<file path="src/rtl/multiplier_seq.sv">
// Sequential shift-add multiplier: one partial product per clock, signed or unsigned per transaction.
// Optional macro MULT_EARLY_TERM_EN: leave CALC as soon as no multiplier bits remain.
module multiplier_seq #(
    parameter int SIZE = 8,
    localparam int CNT_W = $clog2(SIZE + 1)
) (
    input  logic              clk,
    input  logic              rst_n,
    input  logic              in_valid,
    output logic              in_ready,
    input  logic [SIZE-1:0]   op_a,
    input  logic [SIZE-1:0]   op_b,
    input  logic              is_signed,
    output logic              out_valid,
    input  logic              out_ready,
    output logic [2*SIZE-1:0] result,
    output logic              busy
);

    typedef enum logic [1:0] {IDLE, CALC, DONE} state_t;

    state_t              state_q, state_d;
    logic [2*SIZE-1:0]   sh_a_q, sh_a_d;
    logic [SIZE-1:0]     sh_b_q, sh_b_d;
    logic [2*SIZE-1:0]   acc_q, acc_d;
    logic [CNT_W-1:0]    cnt_q, cnt_d;
    logic                neg_q, neg_d;
    logic [2*SIZE-1:0]   result_q, result_d;

    logic [SIZE-1:0]     a_mag, b_mag;
    logic [2*SIZE-1:0]   acc_sum;
    logic [SIZE-1:0]     sh_b_shift;
    logic [CNT_W-1:0]    cnt_inc;
    logic                calc_last;

    // Magnitudes; the most negative value maps to 2^(SIZE-1), which still fits unsigned.
    assign a_mag      = (is_signed && op_a[SIZE-1]) ? -op_a : op_a;
    assign b_mag      = (is_signed && op_b[SIZE-1]) ? -op_b : op_b;
    assign acc_sum    = sh_b_q[0] ? (acc_q + sh_a_q) : acc_q;
    assign sh_b_shift = sh_b_q >> 1;
    assign cnt_inc    = cnt_q + CNT_W'(1);

`ifdef MULT_EARLY_TERM_EN
    assign calc_last = (cnt_inc == CNT_W'(SIZE)) || (sh_b_shift == '0);
`else
    assign calc_last = (cnt_inc == CNT_W'(SIZE));
`endif

    always_ff @(posedge clk) begin
        if (!rst_n) begin
            state_q  <= IDLE;
            sh_a_q   <= '0;
            sh_b_q   <= '0;
            acc_q    <= '0;
            cnt_q    <= '0;
            neg_q    <= 1'b0;
            result_q <= '0;
        end else begin
            state_q  <= state_d;
            sh_a_q   <= sh_a_d;
            sh_b_q   <= sh_b_d;
            acc_q    <= acc_d;
            cnt_q    <= cnt_d;
            neg_q    <= neg_d;
            result_q <= result_d;
        end
    end

    always_comb begin
        state_d = state_q;
        case (state_q)
            IDLE:    if (in_valid)  state_d = CALC;
            CALC:    if (calc_last) state_d = DONE;
            DONE:    if (out_ready) state_d = IDLE;
            default: state_d = IDLE;
        endcase
    end

    always_comb begin
        sh_a_d   = sh_a_q;
        sh_b_d   = sh_b_q;
        acc_d    = acc_q;
        cnt_d    = cnt_q;
        neg_d    = neg_q;
        result_d = result_q;
        case (state_q)
            IDLE: begin
                if (in_valid) begin
                    sh_a_d = {{SIZE{1'b0}}, a_mag};
                    sh_b_d = b_mag;
                    acc_d  = '0;
                    cnt_d  = '0;
                    // A zero operand never yields a negative product.
                    neg_d  = is_signed & (op_a[SIZE-1] ^ op_b[SIZE-1]) & (|op_a) & (|op_b);
                end
            end
            CALC: begin
                acc_d  = acc_sum;
                sh_a_d = sh_a_q << 1;
                sh_b_d = sh_b_shift;
                cnt_d  = cnt_inc;
                if (calc_last) begin
                    result_d = neg_q ? -acc_sum : acc_sum;
                end
            end
            default: ;
        endcase
    end

    always_comb begin
        in_ready  = (state_q == IDLE);
        out_valid = (state_q == DONE);
        busy      = (state_q != IDLE);
        result    = result_q;
    end

endmodule
</file>
<file path="config.mk">
export PLATFORM = sky130hd
export DESIGN_NAME = multiplier_seq
export DESIGN_NICKNAME = d
export VERILOG_FILES = /design/src/rtl/multiplier_seq.sv
export SDC_FILE = /design/constraint.sdc
export NUM_CORES = 1
export LEC_CHECK = 0
export CORE_MARGIN = 1.5
export CORE_UTILIZATION = 55
export DETAILED_ROUTE_END_ITERATION = 10
export GPL_TIMING_DRIVEN = 0
export PLACE_DENSITY = 0.77
export SYNTH_ARGS = -nofsm -noshare
export SYNTH_HDL_FRONTEND = slang
export SYNTH_SLANG_ARGS = --single-unit
</file>
<file path="constraint.sdc">
create_clock -name clk -period 4.2 [get_ports clk]
set_input_delay 0.63 -clock clk [delete_from_list [all_inputs] [get_ports clk]]
set_output_delay 0.63 -clock clk [all_outputs]
set_load 0.05 [all_outputs]
</file>
==> impl_metrics.json <==
{
  "clock_latency_ns": 0.35,
  "core_area_mm2": 0.007214,
  "hold_class": "reg2reg",
  "htree_levels": 3,
  "ioPinCount": 40,
  "area_delta_synth_final_pct": 17.52,
  "ir_drop_mv": 0.2621,
  "worst_path_max_delay_cell": "or4_4",
  "setup_viol": 0,
  "routabilityCongestion": 0.8871,
  "cts_setup_buffers": 0,
  "slew_violations": 0,
  "clk_pin_slew_ns": 0.07,
  "clock_sinks": 63,
  "avgSynthCellArea_um2": 7.526,
  "dieHeight_um": 89.04,
  "end_kind": "register",
  "min_from": "result[7]",
  "p_leak_nw": 1.810,
  "first_pass_iters": 5,
  "nFillCells": 659,
  "portBuffers": 39,
  "synth_ff_type": "dfxtp_1",
  "worst_pin_slew_ns": 0.7054,
  "crit_top_cell": "buf_1",
  "r2r_setup_slack_ns": 0.22,
  "detailroute.via_count": 4260,
  "die_w_um": 89.04,
  "cts_made_buffers": 9,
  "critical_path.top_delay_family": "buffers and inverters",
  "syn_area_mm2": 0.004071,
  "hold_viol": 0,
  "grt-ovfl-total": 0,
  "synth_cells": 541,
  "hold_depth": 2,
  "synth_area_leaders": "dfxtp_1 (31%), a21oi_1 (6.9%), nand2_1 (6.6%)",
  "synth_top_area_share_pct": 30.98,
  "detail-route-antenna-nets": 0,
  "ys_async_sr_fraction_pct": 0,
  "fin_util_pct": 66.32,
  "hold_end": "result[7]",
  "grt_usage_pct": 30.26,
  "finalCritPeriodShare_pct": 94.71,
  "post-synth-top-count-cell": "nand2_1",
  "antennaDiodeCount": 0,
  "relSlewSlack_pct": 52.87,
  "cts_resized": 0,
  "min_period_ns": 3.978,
  "regArea_mm2": 0.001261,
  "hpwl_mm": 8.391,
  "path_cells": "buf_2 -> buf_1 -> buf_1 -> mux2i_1 -> ha_1 -> nand2_1 -> or4_4 -> or4b_4 -> o31ai_2 -> xnor2_1 -> o21ai_1",
  "synthDistinctLibCells": 62,
  "antenna_found_initial": 0,
  "synth_nets": 582,
  "cp.arrival_ns": 4.22,
  "finClkSkew_ns": 0.01290,
  "wirelength_mm": 11.37,
  "synth-seq-cells": 63,
  "num_rows": 31,
  "grt_pass1_wl_mm": 18.17,
  "grt_pass1_vias": 3835,
  "synth-edff-count": 0,
  "timing.rr.end": "result[14]",
  "power_density_mw_per_mm2": 295.0,
  "required_ns": 4.44,
  "status": "complete, no violations",
  "cts_hold_buf": 0,
  "power_mw": 1.412,
  "routedWlPerCell_um": 16.36,
  "crit_fanout": 10,
  "drive_gt1_share_pct": 5.201,
  "drc": 0,
  "crit_type": "reg2reg",
  "clk_path_buf_depth": 2,
  "drt_iter0_drc": 353,
  "reg2reg_depth": 11,
  "seq_area_frac_synth_pct": 30.98,
  "dieArea_mm2": 0.007928,
  "via_per_inst": 6.129,
  "yosys_warnings": 0,
  "path_buf_inv": 3,
  "fmax_ghz": 0.2514,
  "synth_top_area_cell": "dfxtp_1",
  "cts_tree": "yes",
  "grt_max_degree": 12,
  "yosys-top-cells-count": "nand2_1 (72), dfxtp_1 (63), nor2_1 (57)",
  "nets": 632,
  "crit_path_start_kind": "register",
  "multi_input_area_mm2": 0.002643,
  "cap_violations": 0,
  "rsz0062_at_grt": "false",
  "cts-root-buf": "clkbuf_8",
  "fin_tns_setup_ns": 0,
  "start_util_pct": 56.43,
  "crit-reg2reg-launch": "sh_b_q[0]",
  "slowest_delay_ns": 0.58
}
[sequential cells by signal (all words and copies together), names as in the netlist]
register and count:
cnt_q 4, acc_q 16, state_q 2, result 16
neg_q 1, sh_a_q 16, sh_b_q 8
[layer usage]
metal	vias up	wire length, um	GRT usage, %
met5	-	0	0
met4	0	531	15.94
met3	39	705	6.464
met2	157	5152	49.24
met1	2000	4983	37.68
li1	2064	-	-
[worst max path at each step]
| stage | startpoint | to | slack, ns | depth (start not counted) |
|---|---|---|---|---|
| after floorplan | sh_b_q[0] | result[14] | 0.95 | 11 |
| after global placement | sh_b_q[0] | result[14] | 0.28 | 11 |
| after detailed placement | sh_b_q[0] | result[14] | 0.25 | 11 |
| after CTS | sh_b_q[0] | result[14] | 0.23 | 11 |
| after global routing | sh_b_q[0] | result[14] | 0.02 | 11 |
| final | sh_b_q[0] | result[14] | 0.22 | 11 |
[cell usage in the layout, fill, tap and decap left out, types with 4 or more instances in the layout]
cell type	Yosys	final
nor2b_1	4	4
a31oi_1	15	15
or3_1	5	5
nand2b_1	6	6
a21oi_1	56	56
a211oi_1	8	8
nand2_1	72	72
nand3_1	27	27
nor3_1	18	18
nand3b_1	4	4
o21ai_0	21	21
xor2_1	14	14
a21o_1	8	8
clkdlybuf4s50_1	0	39
xnor2_1	14	14
mux2i_1	5	5
and2_1	4	4
o31ai_1	4	4
dfxtp_1	63	63
ha_1	19	19
clkbuf_1	27	28
o21a_1	4	4
clkbuf_8	0	10
and3_1	6	6
nor2_1	57	57
inv_1	11	11
a22oi_1	15	15
[worst register-to-register path: stages, from the launching register on]
cell and delay (ns):
dfxtp_1 0.37, buf_2 0.23, buf_1 0.47, buf_1 0.56
mux2i_1 0.40, ha_1 0.22, nand2_1 0.10, or4_4 0.58
or4b_4 0.51, o31ai_2 0.21, xnor2_1 0.14, o21ai_1 0.08
[final cells by class]
class / count / area share (%)
buffer: 32 / 2.563
clock buffer: 11 / 2.955
clock inverter: 5 / 1.203
inverter: 12 / 0.9414
multi-input combinational: 434 / 55.23
sequential: 63 / 26.36
tap: 99 / 2.589
timing repair buffer: 39 / 8.159
[where the power goes]
part / internal [mW] / switching, mW
logic: 0.0880 / 0.157
registers: 0.613 / 0.0137
clock network: 0.289 / 0.250
total: 0.991 / 0.421
[logic make-up after synthesis]
| kind of cell | synth area share [%] |
|---|---|
| xor+xnor | 6.023 |
| mux | 1.506 |
| flops | 30.98 |
| fa+ha+maj | 6.331 |
| buf+inv | 4.118 |
| simple gates | 26.31 |
| compound gates | 24.74 |
[per-stage QoR]
step           setup slack, ns  hold slack, ns  cell area (um2)  instances
2_1_floorplan           0.9488          0.4316             4071        541
3_3_place_gp            0.2824          0.4403             4586        679
3_5_place_dp            0.2501          0.4442             4586        679
4_1_cts                 0.2306          0.4538             4785        695
5_1_grt                0.02467          0.4645             4785        695
6_report                0.2222          0.4509             4785        695
No activity file was read; power rests on OpenSTA's default activity.
